<file path="config.mk">
export PLATFORM = sky130hd
export DESIGN_NAME = phase_readout
export DESIGN_NICKNAME = d
export VERILOG_FILES = /design/src/rtl/phase_readout.sv
export SDC_FILE = /design/constraint.sdc
export NUM_CORES = 1
export LEC_CHECK = 0
export CAP_MARGIN = 15
export CORE_ASPECT_RATIO = 1.5
export CORE_MARGIN = 4
export CORE_UTILIZATION = 54
export CTS_CLUSTER_DIAMETER = 60
export CTS_CLUSTER_SIZE = 40
export DETAILED_ROUTE_END_ITERATION = 16
export GPL_TIMING_DRIVEN = 0
export HOLD_SLACK_MARGIN = 0.08
export MAX_ROUTING_LAYER = met4
export PLACE_DENSITY = 0.84
export SKIP_CTS_REPAIR_TIMING = 1
export SLEW_MARGIN = 20
export SYNTH_ARGS = -nofsm -noshare
export SYNTH_HDL_FRONTEND = slang
export SYNTH_SLANG_ARGS = --single-unit
</file>
<file path="constraint.sdc">
create_clock -name clk -period 3.9 [get_ports clk]
set_input_delay 0.585 -clock clk [delete_from_list [all_inputs] [get_ports clk]]
set_output_delay 0.585 -clock clk [all_outputs]
set_load 0.05 [all_outputs]
</file>
<file path="src/rtl/phase_readout.sv">
// Majority-vote phase readout of an RO spin array against a reference tap.
// Ports: start/window in, async ref_in/osc_in, busy/valid/spins/counts out.
module phase_readout #(
  parameter int NUM_SPINS    = 4,
  parameter int COUNTER_BITS = 8
) (
  input  logic                              clk,
  input  logic                              rstn,
  input  logic                              start,
  input  logic [COUNTER_BITS-1:0]           window,
  input  logic                              ref_in,
  input  logic [NUM_SPINS-1:0]              osc_in,
  output logic                              busy,
  output logic                              valid,
  output logic [NUM_SPINS-1:0]              spins,
  output logic [NUM_SPINS*COUNTER_BITS-1:0] counts
);

  localparam int CB = COUNTER_BITS;
  localparam int N  = NUM_SPINS;

  typedef enum logic [1:0] {
    IDLE,
    SETTLE,
    MEASURE
  } state_t;

  state_t          state_q, state_d;
  logic            settle_q, settle_d;
  logic [CB-1:0]   samp_q, samp_d;
  logic [CB-1:0]   win_q, win_d;
  logic [N*CB-1:0] cnt_q, cnt_d;
  logic [N-1:0]    spins_q, spins_d;
  logic            valid_q, valid_d;

  logic            ref_m_q, ref_s_q;
  logic [N-1:0]    osc_m_q, osc_s_q;

  // Two-flop synchronizers for the free-running oscillator taps.
  always_ff @(posedge clk or negedge rstn) begin
    if (!rstn) begin
      ref_m_q <= 1'b0;
      ref_s_q <= 1'b0;
      osc_m_q <= '0;
      osc_s_q <= '0;
    end else begin
      ref_m_q <= ref_in;
      ref_s_q <= ref_m_q;
      osc_m_q <= osc_in;
      osc_s_q <= osc_m_q;
    end
  end

  always_comb begin
    state_d  = state_q;
    settle_d = settle_q;
    samp_d   = samp_q;
    win_d    = win_q;
    cnt_d    = cnt_q;
    spins_d  = spins_q;
    valid_d  = valid_q;
    unique case (state_q)
      IDLE: begin
        if (start && (window != '0)) begin
          win_d    = window;
          cnt_d    = '0;
          valid_d  = 1'b0;
          settle_d = 1'b0;
          state_d  = SETTLE;
        end
      end
      SETTLE: begin
        // Two cycles lets the synchronizer pipes fill with live data.
        settle_d = 1'b1;
        if (settle_q) begin
          samp_d  = '0;
          state_d = MEASURE;
        end
      end
      MEASURE: begin
        for (int i = 0; i < N; i++) begin
          cnt_d[i*CB +: CB] = cnt_q[i*CB +: CB]
                            + {{(CB-1){1'b0}}, ref_s_q ^ osc_s_q[i]};
        end
        samp_d = samp_q + 1'b1;
        if (samp_d == win_q) begin
          // Strict majority; a tie reads as in-phase.
          for (int i = 0; i < N; i++) begin
            spins_d[i] = {cnt_d[i*CB +: CB], 1'b0} > {1'b0, win_q};
          end
          valid_d = 1'b1;
          state_d = IDLE;
        end
      end
      default: state_d = IDLE;
    endcase
  end

  always_ff @(posedge clk or negedge rstn) begin
    if (!rstn) begin
      state_q  <= IDLE;
      settle_q <= 1'b0;
      samp_q   <= '0;
      win_q    <= '0;
      cnt_q    <= '0;
      spins_q  <= '0;
      valid_q  <= 1'b0;
    end else begin
      state_q  <= state_d;
      settle_q <= settle_d;
      samp_q   <= samp_d;
      win_q    <= win_d;
      cnt_q    <= cnt_d;
      spins_q  <= spins_d;
      valid_q  <= valid_d;
    end
  end

  assign busy   = (state_q != IDLE);
  assign valid  = valid_q;
  assign spins  = spins_q;
  assign counts = cnt_q;

endmodule

</file>
==> results_dict.tcl <==
set metrics [dict create \
    dp.cells 556 \
    final_cell_mix "nand2_1 (71), dfrtp_1 (66), clkdlybuf4s50_1 (52), o21ai_0 (49), ha_1 (37)" \
    coreArea_um2 6940 \
    clock_latency_ns 0.35 \
    crit_start "ref_s_q" \
    syn_inst 424 \
    ys_types 35 \
    grt_pass1_vias 3513 \
    stdcell_area_um2 4760 \
    fmax_ghz 0.365 \
    synth_nets 477 \
    cp_max_fo 4 \
    numClockSinks 66 \
    criticalPathCategory "flop to flop" \
    required_ns 4.15 \
    die_w_um 77.5 \
    drt_iter0_markers 201 \
    crit_top_cell "ha_1" \
    routabilityCongestion 0.949 \
    rsz0062_at_grt "no" \
    peakVddDrop_mv 0.642 \
    regArea_um2 1650 \
    yosysTopAreaCellShare 0.423 \
    total_leakage_power_nw 2.15 \
    final_common_cell "nand2_1" \
    r2r_cells 11 \
    yosys.area.top_type "dfrtp_1" \
    synth_area_um2 3910 \
    die_y_um 112 \
    synth_edf_count 0 \
    post-route-period-util 0.703 \
    io_pins 54 \
    status "complete, no violations" \
    clockRootBuffer "clkbuf_8" \
    port-buffer-count 53 \
    post-route-min-period_ns 2.74 \
    multi_input_area_um2 2130 \
    drtPass1Iterations 5 \
    clock_path_buffers 2 \
    tightestPinTransition_ns 0.709 \
    grt-ovfl-total 0 \
    critPathLaunchType "flop" \
    path_cells "xor2_1, ha_1, ha_1, nand3_1, xnor2_1, ha_1, o21ai_0, a21oi_1, nor3_1, o21ai_0, mux2_4" \
    antenna_left 0 \
    seq_area_frac_synth 0.423 \
    cts_buffers 9 \
    grt_pass1_wl_um 16900 \
    wl_um 10100 \
    viasPerCell 5.99 \
    vias 3420 \
    hold_path_class "primary input to asynchronous set/reset pin" \
    max_slew_margin 0.526 \
    timing.rr.end "spins[0]" \
    worstSetupEndpointType "flop" \
    reg2reg_from "ref_s_q" \
    async_reset_ff_frac 1.00 \
    finalHoldViolCount 0 \
    num-nets-final 542 \
    drive_above_1_share 0.0527 \
    antenna_found_initial 0 \
    finalNonFillerCells 571 \
    yosys_warnings 0 \
    drc 0 \
    cp_slowest_cell "dfrtp_1" \
    htree_levels 3 \
    grt_use_total 0.253 \
    ys.flop_type "dfrtp_1" \
    synthTopCellsByArea "dfrtp_1 (42%), ha_1 (12%), nand2_1 (6.8%)" \
    slowest_delay_ns 0.49 \
    path_clk_slew_ns 0.07 \
    area_growth_syn_to_layout_pct 21.9 \
    r2r_slack_ns 1.16 \
    finalSetupViolCount 0 \
    n_antenna_cell 0 \
    fillers 531 \
    drv_cap 0 \
    slew_viol_final 0 \
    start_util 0.563 \
    crit_arrival_ns 2.99 \
    postSynthAreaPerCell_um2 9.22 \
    ys_ff_latch 66 \
    die_area_um2 8690 \
    critical_path.endpoint "spins[0]" \
    finClkSkew_ns 0.0108 \
    fin_setup_tns_ns 0 \
    grt_start_max_net_pins 47 \
    final_core_util 0.686 \
    std_cell_rows 37 \
    cts_tree "done" \
    place_area_um2 4560 \
    wire_per_inst_um 17.6 \
    hpwl_um 7490 \
    pwr_density_cell_nw_per_um2 720 \
]
-- where the power goes --
part           total [mW]  switching (mW)  leakage [nW]  internal [mW]
sequential           1.12           0.257         0.765          0.863
combinational        1.70            1.08          1.28          0.624
clock               0.607           0.264         0.106          0.344
-- worst min-delay path by stage --
stage,startpoint,end,slack [ns],cells after the start
2_1_floorplan,rstn,counts[0],0.29,0
3_3_place_gp,osc_m_q[1],osc_s_q[1],0.33,0
4_1_cts,rstn,samp_q[4],0.13,1
3_5_place_dp,osc_m_q[3],osc_s_q[3],0.34,0
5_1_grt,rstn,samp_q[4],0.13,1
6_report,rstn,samp_q[4],0.11,1
-- registers in the layout, summed over array words and instances, names as in the netlist --
register  flops
counts       32
osc_m_q       4
osc_s_q       4
ref_m_q       1
ref_s_q       1
samp_q        8
settle_q      1
spins         4
state_q       2
valid         1
win_q         8
-- area by class of cell --
class,instances,area share
flip-flops and latches,66,0.347
clock buffers,13,0.0355
well taps,78,0.0205
inverters,12,0.00945
clock inverters,2,0.00735
plain buffers,16,0.0165
multi-input cells,330,0.447
repair buffers,54,0.117
-- cell usage after synthesis, types with 2 or more instances --
master and count:
o211ai_1 5, o21ai_0 49, xnor2_1 17, nand2_1 71, a311oi_1 4, nor2_1 26
nor3_1 8, nand4b_1 4, ha_1 37, nor2b_1 4, clkbuf_1 13, buf_6 2
nor4_1 2, a21oi_1 17, a31oi_1 2, xor2_1 20, nand2b_1 2, nand4_1 6
nand3_1 18, dfrtp_1 66, mux2_4 4, inv_1 12, o22ai_1 10, o31ai_1 4
a211o_1 4, and3_1 8
-- critical path, delay by kind of cell (launching register included) --
kind / cells / cell delay (ns)
AO/OA/AOI/OAI: 3 / 0.39
flip-flops: 1 / 0.49
multiplexers: 1 / 0.28
AND/OR/NAND/NOR: 2 / 0.30
XOR/XNOR: 2 / 0.41
adder cells (fa/ha/maj): 3 / 0.76
-- metrics by stage --
stage	total power, mW	setup slack, ns	hold slack, ns
global route	3.63	0.904	0.133
floorplan	2.24	1.43	0.289
detailed placement	2.83	1.25	0.336
global placement	2.77	0.0351	0.333
CTS	3.44	1.22	0.126
finish	3.43	1.16	0.115
-- layer usage --
metal  routed length, um  global-route usage  share of wire
met1                3910               0.284           0.39
met3                 540              0.0554          0.054
met2                5220               0.425           0.52
met4                 387               0.116          0.038
met5                   0                   -              0
-- cells by family after synthesis --
logic type,share of synthesized area
AOI/OAI and AO/OA,0.150
xor gates and xnor gates,0.0829
and+or+nand+nor,0.176
buffers and inverters,0.0317
muxes,0.0183
adders and majority gates,0.118
DFF,0.423
(Power assumes the default switching activity.)
==> RTL edit 1, RTL diff (same flow settings) <==
The parameter `COUNTER_BITS` goes from 8 to 12.
--- a/src/rtl/phase_readout.sv
+++ b/src/rtl/phase_readout.sv
@@ -4,3 +4,3 @@
   parameter int NUM_SPINS    = 4,
-  parameter int COUNTER_BITS = 8
+  parameter int COUNTER_BITS = 12
 ) (
Ports: changed (resized counts and window); port bits go from 54 to 74. The function was not compared with the original's and may differ.
==> RTL edit 1 against the unedited design <==
- total power is 29% higher
- sequential share of layout area down 3.2 points
- synthesized area increased by 51%
- sequential cell count up 24
- design area grew 50%
- setup slack worse by 0.93 ns
- global-route usage up 4.1 points
- routed wire length up 76%
- clock power rose by 47%
- largest cell class unchanged
==> RTL edit 1: results (changes against the unedited design) <==
{| class="wikitable"
! Metric !! Value
|-
| Via count of the first global-routing pass || 5485 (+56%)
|-
| Share of the synthesized netlist area taken by xor and xnor gates || 8.88% (+0.59 points)
|-
| Depth of the worst register-to-register path || 14 (+3)
|-
| Number of placed instances with taps included || 893 (+61%)
|-
| Average size of a mapped cell || 8.77 um^2 (-4.9%)
|-
| Via-per-instance ratio || 6.14 (+2.4%)
|-
| Instance area at placement || 0.00685 mm^2 (+50%)
|-
| Hpwl dp || 12800 um (+71%)
|-
| Syn nets || 748 (+57%)
|-
| Leak Pwr || 3.10 nW (+44%)
|-
| Number of DRC markers after the initial detailed-route iteration || 466 (+130%)
|-
| Result of the run || complete, no violations
|-
| Category of cells accounting for the largest share of critical-path delay || simple AND/OR/NAND/NOR gates
|-
| Min Hold Slack || 0.206 ns (+0.0913 ns)
|-
| Pin count of the biggest net entering global routing || 54 (+15%)
|-
| Worst IR drop on VDD || 0.000482 V (-25%)
|-
| Total track usage || 29.4% (+4.1 points)
|-
| Clock skew || 0.0116 ns (+0.000790 ns)
|-
| Fraction of layout cells with a size suffix above 1 || 3.93% (-1.3 points)
|-
| Post-synthesis sequential area ratio || 38.1% (-4.2 points)
|-
| Number of distinct library cells after synthesis || 45 (+29%)
|-
| Post-synthesis adder-cell area fraction || 11.2% (-0.64 points)
|-
| Share of cell area taken by muxes after synthesis || 1.12% (-0.70 points)
|-
| Routability congestion estimate || 0.981 (+3.4%)
|-
| Total vias in the final route || 5571 (+63%)
|-
| Slack of the worst reg-to-reg path || 0.23 ns (-0.93 ns)
|-
| Max Clock Freq || 273 MHz (-25%)
|-
| Internal power of the cells || 2.42 mW (+32%)
|-
| Drt first pass iters || 8 (+3)
|-
| Fraction of the mapped netlist area in compound gates || 18.5% (+3.6 points)
|-
| Dominant cells by area after synthesis || sky130_fd_sc_hd__dfrtp_1 38%, sky130_fd_sc_hd__ha_1 11%, sky130_fd_sc_hd__o21ai_0 8.5%
|-
| Critical Path AT || 3.90 ns (+0.91 ns)
|-
| Root Driver || sky130_fd_sc_hd__clkbuf_16
|-
| Maximum fanout along the worst path || 6 (+2)
|-
| PortBufs || 73 (+38%)
|-
| Rel. slew slack || 45.1% (-7.5 points)
|-
| Worst slack after detailed placement || 0.175 ns (-1.08 ns)
|-
| Max reg flops || 48 (+50%)
|-
| Global-route wire length before repair || 28000 um (+65%)
|}
RTL edit 1: cells by family after synthesis:
group / count (synthesis)
DFF: 90
muxes: 5
AOI/OAI and AO/OA: 186
xor gates and xnor gates: 60
buffers and inverters: 54
adders and majority gates: 53
and+or+nand+nor: 227
RTL edit 1: layout make-up:
type | instances | area (um^2)
Inverter | 17 | 63.8
Multi-Input combinational cell | 531 | 3450
Timing Repair Buffer | 74 | 756
Buffer | 36 | 144
Fill cell | 850 | 3500
Clock inverter | 4 | 51.3
Sequential cell | 90 | 2250
Clock buffer | 12 | 246
Tap cell | 144 | 180
RTL edit 1: layer usage:
metal,up-vias,wire (um),global-route usage [%]
met1,2681,6680,33.6
li1,2562,-,-
met3,70,1100,3.54
met4,0,1110,19.5
met5,-,0,-
met2,258,8780,48.1
RTL edit 1: worst max path at each step:
stage,startpoint,end,cells past startpoint
6_report,ref_s_q,spins[3],14
5_1_grt,ref_s_q,spins[2],15
4_1_cts,ref_s_q,spins[0],16
3_5_place_dp,ref_s_q,spins[0],16
3_3_place_gp,rstn,counts[32],1
2_1_floorplan,counts[0],spins[0],15
RTL edit 1: power groups by stage:
stage / clock, mW / sequential (mW) / combinational [mW]
6_report: 0.893 / 1.47 / 2.07
5_1_grt: 0.928 / 1.50 / 2.23
4_1_cts: 0.897 / 1.45 / 2.08
3_5_place_dp: 0 / 1.46 / 2.06
3_3_place_gp: 0 / 1.46 / 2.01
2_1_floorplan: 0 / 2.11 / 0.720
==> RTL edit 2, RTL diff (config.mk and constraints unchanged) <==
Made on the original files. Re-encode `state_t` (3 states) as one-hot, 3 bits wide.
--- a/src/rtl/phase_readout.sv
+++ b/src/rtl/phase_readout.sv
@@ -21,6 +21,6 @@
 
-  typedef enum logic [1:0] {
-    IDLE,
-    SETTLE,
-    MEASURE
+  typedef enum logic [2:0] {
+    IDLE    = 3'b001,
+    SETTLE  = 3'b010,
+    MEASURE = 3'b100
   } state_t;
Behaviour: no difference found for any inputs over 10 cycles, from zero or initial values and one cycle with rstn low; not proved beyond that.
==> RTL edit 2 against the unedited design <==
- routed wire length is 0.50% higher
- core utilization is 0.26 points higher
- non-clock buffer count is 2 lower
- critical path depth is 8 lower
- synthesized cell count is 1.9% lower
- sequential cell count is 1 higher
- count of clock-buffer cells in the layout is 2 higher
- setup slack worse by 0.11 ns
- register-to-register slack better by 0.13 ns
- critical path type is now reg2out
- design area is 1.1% higher
- clock skew is 0.0033 ns lower
- synthesized area is 0.61% higher
Power is not compared: it rests on default switching activity, and its combinational part moved more than twofold at a synthesized area within 25%.
==> RTL edit 2: results (changes against the unedited design) <==
{| class="wikitable"
! Metric !! Value
|-
| Depth of the worst register-to-register path || 11 (unchanged)
|-
| Antenna violations before repair || 0 (unchanged)
|-
| Post-synthesis cell type with the largest combined area || sky130_fd_sc_hd__dfrtp_1
|-
| Launching point of the worst reg2reg path || ref_s_q
|-
| Most instantiated cells after synthesis || 81 x sky130_fd_sc_hd__nand2_1, 66 x sky130_fd_sc_hd__dfrtp_1, 51 x sky130_fd_sc_hd__o21ai_0
|-
| Maximum fanout along the worst path || 8 (+4)
|-
| Clock network fraction of total power || 26.1%
|-
| Internal power of the cells || 1.46 mW
|-
| Number of antenna repair diodes || 0 (unchanged)
|-
| Root Driver || sky130_fd_sc_hd__clkbuf_8
|-
| Result of the run || complete, no violations
|-
| PortBufs || 53 (unchanged)
|-
| TritonCTS Buffers || 9 (unchanged)
|-
| Critical Path Max Stage Delay || 0.73 ns (+0.24 ns)
|-
| Leak Pwr || 2.14 nW
|-
| Post-synthesis sequential area ratio || 42.7% (+0.41 points)
|-
| Routability congestion estimate || 0.870 (-8.3%)
|-
| Yosys warning count || 0 (unchanged)
|-
| Post-layout nets || 534 (-1.5%)
|-
| Bufs on Longest Clock Path || 2 (unchanged)
|-
| DR WL/cell || 17.3 um (-1.6%)
|-
| Pin count of the biggest net entering global routing || 47 (unchanged)
|-
| Critical Path AT || 2.26 ns (-0.73 ns)
|-
| Async SR Flop Fraction || 100% (unchanged)
|-
| Number of distinct library cells after synthesis || 42 (+20%)
|-
| Clock-pin transition on the worst setup and hold timing paths || 0.07 ns (about the same)
|-
| Via-per-instance ratio || 5.91 (-1.3%)
|-
| Dominant cells by area after synthesis || sky130_fd_sc_hd__dfrtp_1 42%, sky130_fd_sc_hd__ha_1 12%, sky130_fd_sc_hd__nand2_1 7.7%
|-
| Standard cell with the maximum stage delay on the critical path || sky130_fd_sc_hd__clkdlybuf4s50_1
|-
| Insertion delay to the later sink of the worst-skew pair || 0.35 ns (about the same)
|-
| Syn nets || 469 (-1.7%)
|-
| Number of DRC markers after the initial detailed-route iteration || 122 (-39%)
|-
| Worst reg2reg path endpoint || spins[3]
|-
| Number of H-tree branching levels || 3 (unchanged)
|-
| Worst hold path class || in2async
|-
| Via count of the first global-routing pass || 3626 (+3.2%)
|-
| Global-route wire length before repair || 17000 um (+0.82%)
|-
| Hpwl dp || 7500 um (+0.17%)
|-
| Rel. slew slack || 51.2% (-1.4 points)
|-
| Drt first pass iters || 5 (unchanged)
|-
| Clock skew || 0.00757 ns (-0.00327 ns)
|-
| Category of cells accounting for the largest share of critical-path delay || buffers and inverters
|-
| Total track usage || 25.6% (+0.39 points)
|-
| Max reg flops || 32 (unchanged)
|-
| Worst IR drop on VDD || 0.000293 V
|-
| Power share of the combinational group || 36.6%
|-
| Number of fill cells || 525 (-1.1%)
|-
| Fraction of layout cells with a size suffix above 1 || 8.02% (+2.8 points)
|-
| Slack of the worst reg-to-reg path || 1.29 ns (+0.13 ns)
|}
-- RTL edit 2: metrics by stage --
stage | cells | area [um^2] | hold WS (ns) | total power, mW
6_report | 583 | 4810 | 0.122 | 2.30
5_1_grt | 583 | 4810 | 0.139 | 2.43
4_1_cts | 583 | 4810 | 0.122 | 2.31
3_5_place_dp | 567 | 4610 | 0.337 | 1.70
3_3_place_gp | 566 | 4580 | 0.333 | 1.64
2_1_floorplan | 416 | 3930 | 0.289 | 1.43
-- RTL edit 2: layer usage --
layer  part of all wire, %  global-route usage, %
met5                     0                      -
met4                   4.4                   15.7
met3                   5.1                   5.38
met2                    52                   43.1
met1                    38                   27.2
-- RTL edit 2: layout make-up --
| class | count | area share [%] |
|---|---|---|
| clock buffers | 15 | 3.66 |
| repair buffers | 54 | 11.5 |
| inverters | 11 | 0.858 |
| clock inverters | 1 | 0.624 |
| flip-flops and latches | 67 | 34.8 |
| well taps | 97 | 2.52 |
| plain buffers | 14 | 1.22 |
| multi-input cells | 324 | 44.7 |
-- RTL edit 2: logic make-up after synthesis --
family                     after synthesis  synth area share [%]
and+or+nand+nor                        148                  17.9
AOI/OAI and AO/OA                       93                  14.2
DFF                                     67                  42.7
xor gates and xnor gates                38                  8.47
adders and majority gates               37                  11.8
buffers and inverters                   25                  2.55
muxes                                    8                  2.45
-- RTL edit 2: worst max path at each step --
stage                from  cells past startpoint         end  slack, ns
3_5_place_dp    window[0]                      8  counts[29]       1.29
3_3_place_gp         rstn                      1  counts[12]       0.09
4_1_cts        state_q[0]                      3        busy       1.03
2_1_floorplan   counts[0]                      9    spins[0]       1.46
6_report       state_q[0]                      3        busy       1.05
5_1_grt        state_q[0]                      3        busy       0.99
